--- src/rtl/rs_sel_pkg.sv ---
// Shared types for the reservation-station issue selector.
//   RS_N      : number of RS entries (from `RS_SIZE, default 32)
//   RS_IDX_W  : width of an RS entry index
//   rs_oh_t   : one-hot / bit-vector over all RS entries
//   rs_idx_t  : binary RS entry index
`ifndef RS_SIZE
`define RS_SIZE 32
`endif

package rs_sel_pkg;
  localparam int RS_N     = `RS_SIZE;
  localparam int RS_IDX_W = $clog2(`RS_SIZE);

  typedef logic [`RS_SIZE-1:0] rs_oh_t;
  typedef logic [RS_IDX_W-1:0] rs_idx_t;
endpackage

--- src/rtl/rs_rr_issue_select_prio_enc.sv ---
// rr_prio_enc: combinational rotating priority encoder.
// Scans i_req starting at i_start, upward with wrap, and returns the first set bit.
// Ports:
//   i_req   [N]      request vector
//   i_start [PTR_W]  index searched first
//   o_gnt   [N]      one-hot of the winning bit (zero when none)
//   o_idx   [PTR_W]  binary index of the winning bit (zero when none)
//   o_any            at least one request present
module rr_prio_enc
  import rs_sel_pkg::*;
#(
  parameter int N = RS_N,
  localparam int PTR_W = $clog2(N)
) (
  input  logic [N-1:0]     i_req,
  input  logic [PTR_W-1:0] i_start,
  output logic [N-1:0]     o_gnt,
  output logic [PTR_W-1:0] o_idx,
  output logic             o_any
);

  logic [PTR_W-1:0] w_pos;

  // N is a power of two, so PTR_W-bit addition wraps N-1 -> 0 for free.
  always_comb begin
    o_gnt = '0;
    o_idx = '0;
    o_any = 1'b0;
    w_pos = '0;
    for (int k = 0; k < N; k++) begin
      w_pos = i_start + PTR_W'(k);
      if (!o_any && i_req[w_pos]) begin
        o_any = 1'b1;
        o_idx = w_pos;
      end
    end
    o_gnt[o_idx] = o_any;
  end

endmodule

--- src/rtl/rs_rr_issue_select.sv ---
// rs_rr_issue_select: round-robin issue selector for the reservation station.
// Picks one ready RS entry and presents it as a registered one-hot grant that is
// held until the FU accepts it; the accepted one-hot is returned to free the slot.
// Optional feature macro: RS_SEL_PERF_EN (adds the stall_cnt output/counter).
// Ports:
//   clock      system clock, rising edge
//   reset      asynchronous active-low reset
//   squash     flush; drops any held grant
//   ready_vec  per-entry ready
//   fu_ready   FU accepts an issue this cycle
//   gnt_valid  gnt_oh holds a valid grant
//   gnt_oh     registered one-hot grant
//   fire_oh    grant accepted this cycle (RS clears these entries)
//   rr_ptr     current round-robin search start
//   stall_cnt  (RS_SEL_PERF_EN) cycles with gnt_valid & !fu_ready, saturating
//
// state | meaning
// IDLE  | no grant held, gnt_oh = 0
// HOLD  | grant valid, waiting for fu_ready
module rs_rr_issue_select
  import rs_sel_pkg::*;
#(
  parameter int N = RS_N,
  localparam int PTR_W = $clog2(N)
) (
  input  logic             clock,
  input  logic             reset,
  input  logic             squash,
  input  logic [N-1:0]     ready_vec,
  input  logic             fu_ready,
  output logic             gnt_valid,
  output logic [N-1:0]     gnt_oh,
  output logic [N-1:0]     fire_oh,
`ifdef RS_SEL_PERF_EN
  output logic [31:0]      stall_cnt,
`endif
  output logic [PTR_W-1:0] rr_ptr
);

  localparam logic [0:0] ST_IDLE = 1'b0;
  localparam logic [0:0] ST_HOLD = 1'b1;

  logic [0:0]       r_state;
  logic [N-1:0]     r_gnt_oh;
  logic [PTR_W-1:0] r_gnt_idx;
  logic [PTR_W-1:0] r_rr_ptr;

  logic             w_fire;
  logic             w_load;
  logic [N-1:0]     w_cand;
  logic [N-1:0]     w_sel_oh;
  logic [PTR_W-1:0] w_sel_idx;
  logic             w_sel_any;

  assign gnt_valid = (r_state == ST_HOLD);
  assign gnt_oh    = r_gnt_oh;
  assign rr_ptr    = r_rr_ptr;

  assign w_fire  = gnt_valid & fu_ready;
  assign fire_oh = r_gnt_oh & {N{w_fire}};
  assign w_load  = !gnt_valid | w_fire;
  // The entry firing this cycle is still marked ready by the RS; mask it so the
  // next grant goes elsewhere and issue can sustain one per cycle.
  assign w_cand  = ready_vec & ~fire_oh;

  rr_prio_enc #(.N(N)) u_prio_enc (
    .i_req   (w_cand),
    .i_start (r_rr_ptr),
    .o_gnt   (w_sel_oh),
    .o_idx   (w_sel_idx),
    .o_any   (w_sel_any)
  );

  always_ff @(posedge clock or negedge reset) begin
    if (!reset) begin
      r_state   <= ST_IDLE;
      r_gnt_oh  <= '0;
      r_gnt_idx <= '0;
      r_rr_ptr  <= '0;
    end else begin
      if (squash) begin
        r_state  <= ST_IDLE;
        r_gnt_oh <= '0;
      end else if (w_load) begin
        r_state   <= w_sel_any ? ST_HOLD : ST_IDLE;
        r_gnt_oh  <= w_sel_oh;
        r_gnt_idx <= w_sel_idx;
      end
      // A fire in a squash cycle was already accepted by the FU, so it still advances.
      if (w_fire) begin
        r_rr_ptr <= r_gnt_idx + PTR_W'(1);
      end
    end
  end

`ifdef RS_SEL_PERF_EN
  logic [31:0] r_stall_cnt;

  always_ff @(posedge clock or negedge reset) begin
    if (!reset) begin
      r_stall_cnt <= '0;
    end else if (gnt_valid && !fu_ready && (r_stall_cnt != 32'hFFFF_FFFF)) begin
      r_stall_cnt <= r_stall_cnt + 32'd1;
    end
  end

  assign stall_cnt = r_stall_cnt;
`endif

endmodule

--- config.mk ---
export PLATFORM = sky130hd
export DESIGN_NAME = rs_rr_issue_select
export DESIGN_NICKNAME = d
export VERILOG_FILES = /design/src/rtl/rs_sel_pkg.sv /design/src/rtl/rs_rr_issue_select_prio_enc.sv /design/src/rtl/rs_rr_issue_select.sv
export SDC_FILE = /design/constraint.sdc
export NUM_CORES = 1
export LEC_CHECK = 0
export CAP_MARGIN = 0
export CORE_ASPECT_RATIO = 0.7
export CORE_UTILIZATION = 36
export DETAILED_ROUTE_END_ITERATION = 8
export PLACE_DENSITY = 0.65
export REMOVE_ABC_BUFFERS = 1
export SLEW_MARGIN = 20
export SYNTH_ARGS = -nofsm -noshare
export SYNTH_HDL_FRONTEND = slang
export SYNTH_SLANG_ARGS = --single-unit
--- constraint.sdc ---
create_clock -name clock -period 6.8 [get_ports clock]
set_clock_uncertainty 0.2 [all_clocks]
set_input_delay 1.36 -clock clock [delete_from_list [all_inputs] [get_ports clock]]
set_output_delay 1.36 -clock clock [all_outputs]
set_load 0.02 [all_outputs]
==> results.tsv, run 1 <==
metric	value	unit
commonest non-fill, non-tap cell in the layout	buf_4	
Synth Instances	1278	
register bit total from synthesis	43	
CTS Buf Count	5	
DR pass1 iterations	6	
Final ANT Viol Nets	0	
Max clock buf depth	2	
Main synth FF type	dfrtp_1	
global route total overflow	0	
ratio of final minimum period to clock period	96.7	%
CP cell instances	clkdlybuf4s50_1 > nor2b_1 > a32o_1 > mux4_2 > nor3_2 > nor4_1 > or4_1 > or4_1 > buf_4 > nor3_4 > buf_12 > nand2_2 > o32ai_1 > a2111o_1 > a21oi_2 > or4_1 > buf_12 > a32o_1	
port buffer count	105	
min cycle time layout	6580	ps
TritonCTS clock tree	built	
syn_area_per_cell	7.49	sq um
CP peak stage delay	600	ps
die height	138	um
commonest cells after routing, fill and taps aside	buf_4 (303), nand2_1 (152), clkdlybuf4s50_1 (103)	
All-Layer GR Usage	36.9	%
synth warn	0	
worst r2r src	rr_ptr[2]	
Hold Fails Final Rpt	0	
wire per inst	26.4	um
nets@finish	1655	
r2r worst-path depth	18	
# Max-Cap Violations	0	
met3 usage	12.2	%
cell count along the critical path	18	
Die ar.	27200	sq um
final core occ	51.6	%
EDFF count, synth	0	
Boundary Pins	106	
Critical Path End Type	flop	
worst hold path type	flop to flop	
Crit path arrival time	6550	ps
hold_buf cts	0	
Residual DRC	0	
Top Usage Layer GRT	met1	
initial DRC count	1916	
Critical path origin	ready_vec[1]	
ratio of cells with drive above 1 in the final layout	28.2	%
pin count of the biggest net entering global routing	67	
area of the core	25900	sq um
area growth from synthesis to layout	39.6	%
Yosys top cell area share	11.3	%
CP max stage cell	or4_1	
Seq/Total Area, Yosys	11.2	%
Total Wirelength	51.8	mm
Clock transition at path regs	60	ps
Max Freq	152	MHz
via count	13300	
Mapped Area	9570	sq um
area leader, netlist	mux4_2	
dpl cells	1953	
Non-Filler Instances	1965	
Top delay family on crit path	simple AND/OR/NAND/NOR gates	
Initial Util	37.0	%
synth top area cells	mux4_2 (11%), dfrtp_1 (11%), nand2_1 (6.0%), a32o_1 (4.3%), nor2_1 (3.6%)	
hold path start	gnt_oh[0]	
clock sinks	43	
Max H-tree Level	2	
first-pass GRT wire length	75.9	mm
Clock Tree Root	clkbuf_16	
DR vias/cell	6.75	
DP HPWL	42.2	mm
Startpoint Class	primary input	
M1 GR Usage	54.2	%
Slew HR	26.2	%
critical path fanouts, max	16	
RSZ-0062 raised after global routing	no	
crit path kind	primary input to flop	
async set or reset register ratio after synthesis	100	%
synth unique cells	83	
worst hold path stage count	1	
buffer and inverter count on the worst path	4	
worst skew pair latency	300	ps
row cnt	49	
Crit path top cell by count	or4_1	
via count of the first global-routing pass	11900	
worst slew pin tran	1100	ps
initial antenna violation count	0	
FILL cells	2494	
setup TNS	0	ps
final-report setup violation count	0	
Global Route met2 Usage	50.6	%
status	finished, final reports clean	
Die Wd	197	um
R2R setup slack	230	ps
Worst EP required	6780	ps
Max Slew Vio Count	0	
GP Congestion	1.14	
-- metal layers --
metal | routed length (um) | vias to the layer above
met4 | 1970 | 0
met2 | 20300 | 1076
met5 | 0 | -
met1 | 21200 | 6313
met3 | 8370 | 149
li1 | - | 5716
-- repair_timing --
action,4_1_cts,5_1_grt
endpoints found under the setup margin,23,34
gates resized for setup,3,18
gates cloned,0,1
pin swaps,0,1
buffers inserted,1,1
-- final cells by class --
class	instances	area (sq um)	share of cell area [%]
Tap cell	357	447	3.34
Sequential cell	43	1080	8.08
Clock inverter	2	12.5	0.0937
Timing Repair Buffer	418	3540	26.5
Inverter	53	199	1.49
Multi-Input combinational cell	1085	7950	59.5
Antenna cell	1	2.50	0.0187
Clock buffer	6	129	0.965
-- cell families after synthesis --
kind of cell | after synthesis | share of synthesized area, %
compound gates | 433 | 33.9
flops | 43 | 11.2
simple gates | 516 | 27.5
xor+xnor | 41 | 3.83
fa+ha+maj | 13 | 1.70
mux | 82 | 15.0
buf+inv | 150 | 6.83
-- cells in the mapped netlist (all sizes together) (27+ instances only) --
library cell	count
a21oi	66
a32o	41
buf	44
clkbuf	53
dfrtp	43
inv	52
mux4	48
nand2	155
nand2b	39
nand3	60
nor2	93
nor3	42
o21ai	47
o22ai	49
o32ai	27
-- registers in the layout, indices dropped and copies added (netlist names) --
register / cells
rr_ptr: 5
gnt_oh: 32
gnt_valid: 1
r_gnt_idx: 5
-- through the flow --
step           hold WS, ps  instance area, sq um  setup WS, ps
6_report               334                 13400           223
3_3_place_gp           307                 13100          -424
4_1_cts                330                 13200         -16.3
2_1_floorplan          282                  9110         -1990
5_1_grt                350                 13400           181
3_5_place_dp           316                 13100          -482
-- worst paths after layout --
kind	to
min in group asynchronous	gnt_oh[17]
max in group asynchronous	rr_ptr[2]
hold / removal	gnt_oh[0]
setup / recovery	gnt_oh[22]
hold reg to reg	gnt_oh[0]
setup reg to reg	gnt_oh[22]
Power of run 1 is not shown: default switching activity piles up to over one toggle a cycle in this logic, so the estimate is an artifact.
==> run 2: changes to the inputs <==
- CELL_PAD_IN_SITES_DETAIL_PLACEMENT: unset -> 0
- CELL_PAD_IN_SITES_GLOBAL_PLACEMENT: unset -> 1
- MAX_ROUTING_LAYER: unset -> met4
- PLACE_DENSITY: 0.65 -> 0.82
==> run 2 against run 1 <==
Net effect:
- cell area is 4.0% higher
- largest cell class unchanged
- maximum frequency barely moved
- critical endpoint unchanged
- sequential share of layout area down 0.31 points
- utilization increased by 2.1 points
==> results.tsv, run 2 (synthesized netlist as in run 1, its figures left out) <==
metric	value	unit	change
status	finished, final reports clean		
Initial Util	37.0	%	unchanged
first-pass GRT wire length	82.0	mm	+8.0%
ratio of cells with drive above 1 in the final layout	31.5	%	+3.3 points
worst hold path type	flop to flop		
r2r worst-path depth	18		unchanged
area growth from synthesis to layout	45.2	%	
Startpoint Class	flop		
FILL cells	2536		+1.7%
Die ar.	27200	sq um	unchanged
nets@finish	1718		+3.8%
pre-CTS setup slack	-565	ps	-83.1 ps
Critical Path End Type	flop		
initial antenna violation count	1		+1
final-report setup violation count	0		unchanged
CP peak stage delay	880	ps	+280 ps
Clock Tree Root	clkbuf_16		
GP Congestion	1.10		-3.1%
Max Slew Vio Count	0		unchanged
area of the core	25900	sq um	unchanged
via count	13500		+1.7%
Largest register FFs	32		unchanged
worst skew pair latency	280	ps	-20 ps
min cycle time layout	6580	ps	+0.711 ps
clock sinks	43		unchanged
Hold Fails Final Rpt	0		unchanged
final worst slack	223	ps	-0.711 ps
R2R setup slack	220	ps	about the same
row cnt	49		unchanged
Max Freq	152	MHz	about the same
Clock transition at path regs	60	ps	about the same
critical path fanouts, max	16		unchanged
initial DRC count	2009		+4.9%
Critical Path Sink	gnt_oh[22]		
worst r2r src	rr_ptr[1]		
Worst EP required	6760	ps	-20 ps
Die Wd	197	um	unchanged
# Max-Cap Violations	0		unchanged
final core occ	53.7	%	+2.1 points
cell count along the critical path	18		unchanged
Top delay family on crit path	simple AND/OR/NAND/NOR gates		
ratio of final minimum period to clock period	96.7	%	about the same
worst slew pin tran	1140	ps	+46.1 ps
DP HPWL	47.6	mm	+13%
Max clock buf depth	2		unchanged
via count of the first global-routing pass	12100		+1.4%
RSZ-0062 raised after global routing	no		
crit path kind	flop to flop		
Total Wirelength	57.5	mm	+11%
wire per inst	28.3	um	+7.5%
r2r endpoint	gnt_oh[22]		
CTS Buf Count	5		unchanged
Max H-tree Level	2		unchanged
CP cell instances	ha_1 > a21oi_2 > xnor2_2 > mux2i_1 > a222oi_1 > buf_4 > o22ai_1 > or4_4 > or4_1 > buf_4 > nor3_4 > buf_12 > o2111ai_1 > o211ai_1 > a21oi_2 > or4_4 > buf_6 > a32o_1		
global route total overflow	0		unchanged
Slew HR	23.3	%	-2.9 points
Boundary Pins	106		unchanged
commonest non-fill, non-tap cell in the layout	buf_4		
DR pass1 iterations	8		+2
die height	138	um	unchanged
port buffer count	105		unchanged
Final ANT Viol Nets	0		unchanged
Multi-input gate area	8010	sq um	+0.74%
Reg area	1080	sq um	unchanged
TritonCTS clock tree	built		
All-Layer GR Usage	42.2	%	+5.3 points
Residual DRC	0		unchanged
Crit path arrival time	6540	ps	about the same
CP max stage cell	xnor2_2		
buffer and inverter count on the worst path	4		unchanged
Critical path origin	rr_ptr[1]		
commonest cells after routing, fill and taps aside	buf_4 (365), nand2_1 (152), clkdlybuf4s50_1 (103)		
DR vias/cell	6.65		-1.4%
pin count of the biggest net entering global routing	82		+22%
==> run 2: cell types whose count changed in the layout (fill, tap and decap cells not counted), moves of 2 or more <==
cell | before | now
a32o_2 | 0 | 2
nor2_2 | 2 | 0
buf_6 | 0 | 2
buf_12 | 10 | 8
buf_4 | 303 | 365
nor2_4 | 0 | 2
o21ai_1 | 5 | 3
a32o_1 | 41 | 39
==> run 2: per-layer routing <==
metal  vias up  track usage, %  share of wire, %
li1       5833               -                 -
met1      6551            62.1                44
met2      1001            54.0                38
met3        90            15.4                15
met4         0            8.08               2.0
met5         -               -                 0
==> run 2: layout make-up <==
class	count	area share [%]
Timing Repair Buffer	481	28.8
Sequential cell	43	7.77
Multi-Input combinational cell	1085	57.6
Tap cell	357	3.22
Clock inverter	2	0.270
Antenna cell	1	0.0180
Inverter	53	1.43
Clock buffer	5	0.901
==> run 2: timing repair <==
action / CTS / global route
gates resized for setup: 7 / 25
setup endpoints to repair: 32 / 34
hold buffers: 0 / 0
buffers inserted: 1 / 0
pin swaps: 1 / 3
cloned: 0 / 1
==> run 2: through the flow <==
step	cell area, sq um	std cells	setup TNS, ps	hold WS [ps]
after detailed placement	13500	2017	-14770	315
after CTS	13700	2025	0	327
after global placement	13500	2017	-10370	299
after global routing	13900	2026	0	356
final	13900	2027	0	325
after floorplan	9110	1181	-70790	282
==> run 2: worst min-delay path by stage <==
stage | startpoint | to | slack, ps | cells past startpoint
finish | r_gnt_idx[4] | r_gnt_idx[4] | 330 | 1
floorplan | r_gnt_idx[1] | r_gnt_idx[1] | 280 | 2
global placement | r_gnt_idx[1] | r_gnt_idx[1] | 300 | 2
CTS | r_gnt_idx[4] | r_gnt_idx[4] | 330 | 1
global route | r_gnt_idx[4] | r_gnt_idx[4] | 360 | 1
detailed placement | r_gnt_idx[4] | r_gnt_idx[4] | 310 | 1
Power of run 2 is left out for the same reason.
==> run 3: changes to the inputs <==
- PLACE_DENSITY: 0.82 -> 0.79
- clock period: 6.8 -> 7.44 ns (I/O delays scaled with it)
==> run 3 against run 2 <==
Net effect:
- sequential share of layout area grew 1.1 points
- worst setup slack gained 60 ps
- worst hold slack lost 2.2 ps
- sequential cell count is the same
- critical path depth is the same
- global-route usage shrank 1.3 points
- cell area shrank 13%
- non-clock buffer count shrank 218
- utilization shrank 6.7 points
- wire length shrank 3.7%
- first-iteration DRC count grew 15%
- highest routed layer unchanged
==> results.tsv, run 3 (synthesized netlist as in run 1, its figures left out) <==
metric	value	unit	change
status	finished, final reports clean		
CTS Buf Count	5		unchanged
via count of the first global-routing pass	11300		-7.0%
crit path kind	primary input to flop		
first-pass GRT wire length	79.6	mm	-2.8%
Max Slew Vio Count	0		unchanged
Top Usage Layer GRT	met1		
cell count along the critical path	18		unchanged
Max Freq	140	MHz	
pin count of the biggest net entering global routing	77		-6.1%
Clock transition at path regs	60	ps	about the same
Total Wirelength	55.4	mm	-3.7%
Max H-tree Level	2		unchanged
worst skew pair latency	290	ps	about the same
Final ANT Viol Nets	0		unchanged
pre-CTS setup slack	-50.7	ps	+514 ps
M1 GR Usage	62.3	%	+0.23 points
r2r worst-path depth	16		-2
area growth from synthesis to layout	27.0	%	
final-report setup violation count	0		unchanged
clock sinks	43		unchanged
Die ar.	27200	sq um	unchanged
CP peak stage delay	620	ps	-260 ps
Global Route met2 Usage	52.1	%	-1.9 points
area of the core	25900	sq um	unchanged
worst slew pin tran	1070	ps	-79.1 ps
min cycle time layout	7160	ps	
Initial Util	37.0	%	unchanged
wire per inst	30.6	um	+7.8%
r2r endpoint	gnt_oh[20]		
met3 usage	11.3	%	-4.0 points
Top delay family on crit path	simple AND/OR/NAND/NOR gates		
via count	12700		-6.1%
initial antenna violation count	2		+1
CP cell instances	clkdlybuf4s50_1 > buf_12 > nand3_2 > a32oi_1 > mux2i_1 > a222oi_1 > buf_4 > o22ai_1 > or4_4 > or4_4 > or3_1 > buf_4 > nor3_2 > and4_1 > a2111oi_2 > o21ai_1 > nor2b_1 > a32o_1		
buffer and inverter count on the worst path	4		unchanged
nets@finish	1500		-13%
All-Layer GR Usage	40.9	%	-1.3 points
Clock Tree Root	clkbuf_16		
Critical Path End Type	flop		
Max clock buf depth	2		unchanged
TritonCTS clock tree	built		
initial DRC count	2305		+15%
Worst EP required	7460	ps	+700 ps
Critical path origin	fu_ready		
DR vias/cell	6.99		+5.1%
Boundary Pins	106		unchanged
# Max-Cap Violations	0		unchanged
ratio of final minimum period to clock period	96.2	%	
port buffer count	105		unchanged
worst r2r src	rr_ptr[1]		
ratio of cells with drive above 1 in the final layout	20.2	%	-11 points
hold_buf cts	0		unchanged
Residual DRC	0		unchanged
commonest cells after routing, fill and taps aside	nand2_1 (152), buf_4 (152), clkdlybuf4s50_1 (104)		
R2R setup slack	690	ps	+470 ps
Largest register FFs	32		unchanged
worst hold path type	flop to flop		
DR pass1 iterations	6		-2
global route total overflow	0		unchanged
row cnt	49		unchanged
Die Wd	197	um	unchanged
Crit path arrival time	7180	ps	+640 ps
Hold Fails Final Rpt	0		unchanged
Slew HR	28.6	%	+5.3 points
critical path fanouts, max	34		+18
die height	138	um	unchanged
Critical Path Sink	gnt_oh[20]		
DP HPWL	45.0	mm	-5.6%
GP Congestion	1.10		about the same
Startpoint Class	primary input		
final worst slack	283	ps	+60.1 ps
CP max stage cell	nor2b_1		
RSZ-0062 raised after global routing	no		
## run 3: cell count changes in the layout (fill, tap and decap cells not counted), sizes merged
cell	change
diode	+1
buf	-217
bufinv	+1
clkinvlp	-1
clkbuf	-1
dlymetal6s2s	-1
inv	+1
clkdlybuf4s50	+1
## run 3: worst min-delay path, stage by stage, from the launching register on
cell and delay, ps:
dfrtp_1 360, nand2_1 50, o21ai_1 70
## run 3: timing repair
| item | CTS | global route |
|---|---|---|
| setup endpoints to repair | 0 | 32 |
| gates resized for setup | 0 | 7 |
| setup buffers | 0 | 1 |
## run 3: worst min-delay path by stage
stage | slack (ps) | cells after the start | start | to
2_1_floorplan | 280 | 2 | r_gnt_idx[1] | r_gnt_idx[1]
3_3_place_gp | 310 | 2 | r_gnt_idx[1] | r_gnt_idx[1]
3_5_place_dp | 320 | 2 | r_gnt_idx[1] | r_gnt_idx[1]
4_1_cts | 330 | 2 | r_gnt_idx[1] | r_gnt_idx[1]
5_1_grt | 360 | 1 | r_gnt_idx[4] | r_gnt_idx[4]
6_report | 320 | 2 | r_gnt_idx[1] | r_gnt_idx[1]
## run 3: through the flow
| stage | util [%] | hold slack, ps | instances | area (sq um) | setup TNS (ps) |
|---|---|---|---|---|---|
| CTS | 46.8 | 329 | 1808 | 12100 | 0 |
| global placement | 46.0 | 305 | 1800 | 11900 | -117 |
| finish | 47.0 | 323 | 1811 | 12100 | 0 |
| detailed placement | 46.0 | 315 | 1800 | 11900 | -572 |
| global route | 46.9 | 356 | 1810 | 12100 | 0 |
| floorplan | - | 282 | 1181 | 9110 | -46470 |
## run 3: cell type report
| type | instances | area, sq um |
|---|---|---|
| inverters | 53 | 199 |
| well taps | 357 | 447 |
| clock buffers | 5 | 125 |
| clock inverters | 3 | 71.3 |
| multi-input cells | 1085 | 7910 |
| flip-flops and latches | 43 | 1080 |
| fillers | 2619 | 13700 |
| diodes | 2 | 5.00 |
| repair buffers | 263 | 2310 |
## run 3: metal layers
layer | routed length [um] | part of all wire, %
met2 | 21200 | 38
met1 | 24900 | 45
met4 | 1330 | 2.4
met5 | 0 | 0
met3 | 7830 | 14
Power of run 3 is left out for the same reason.
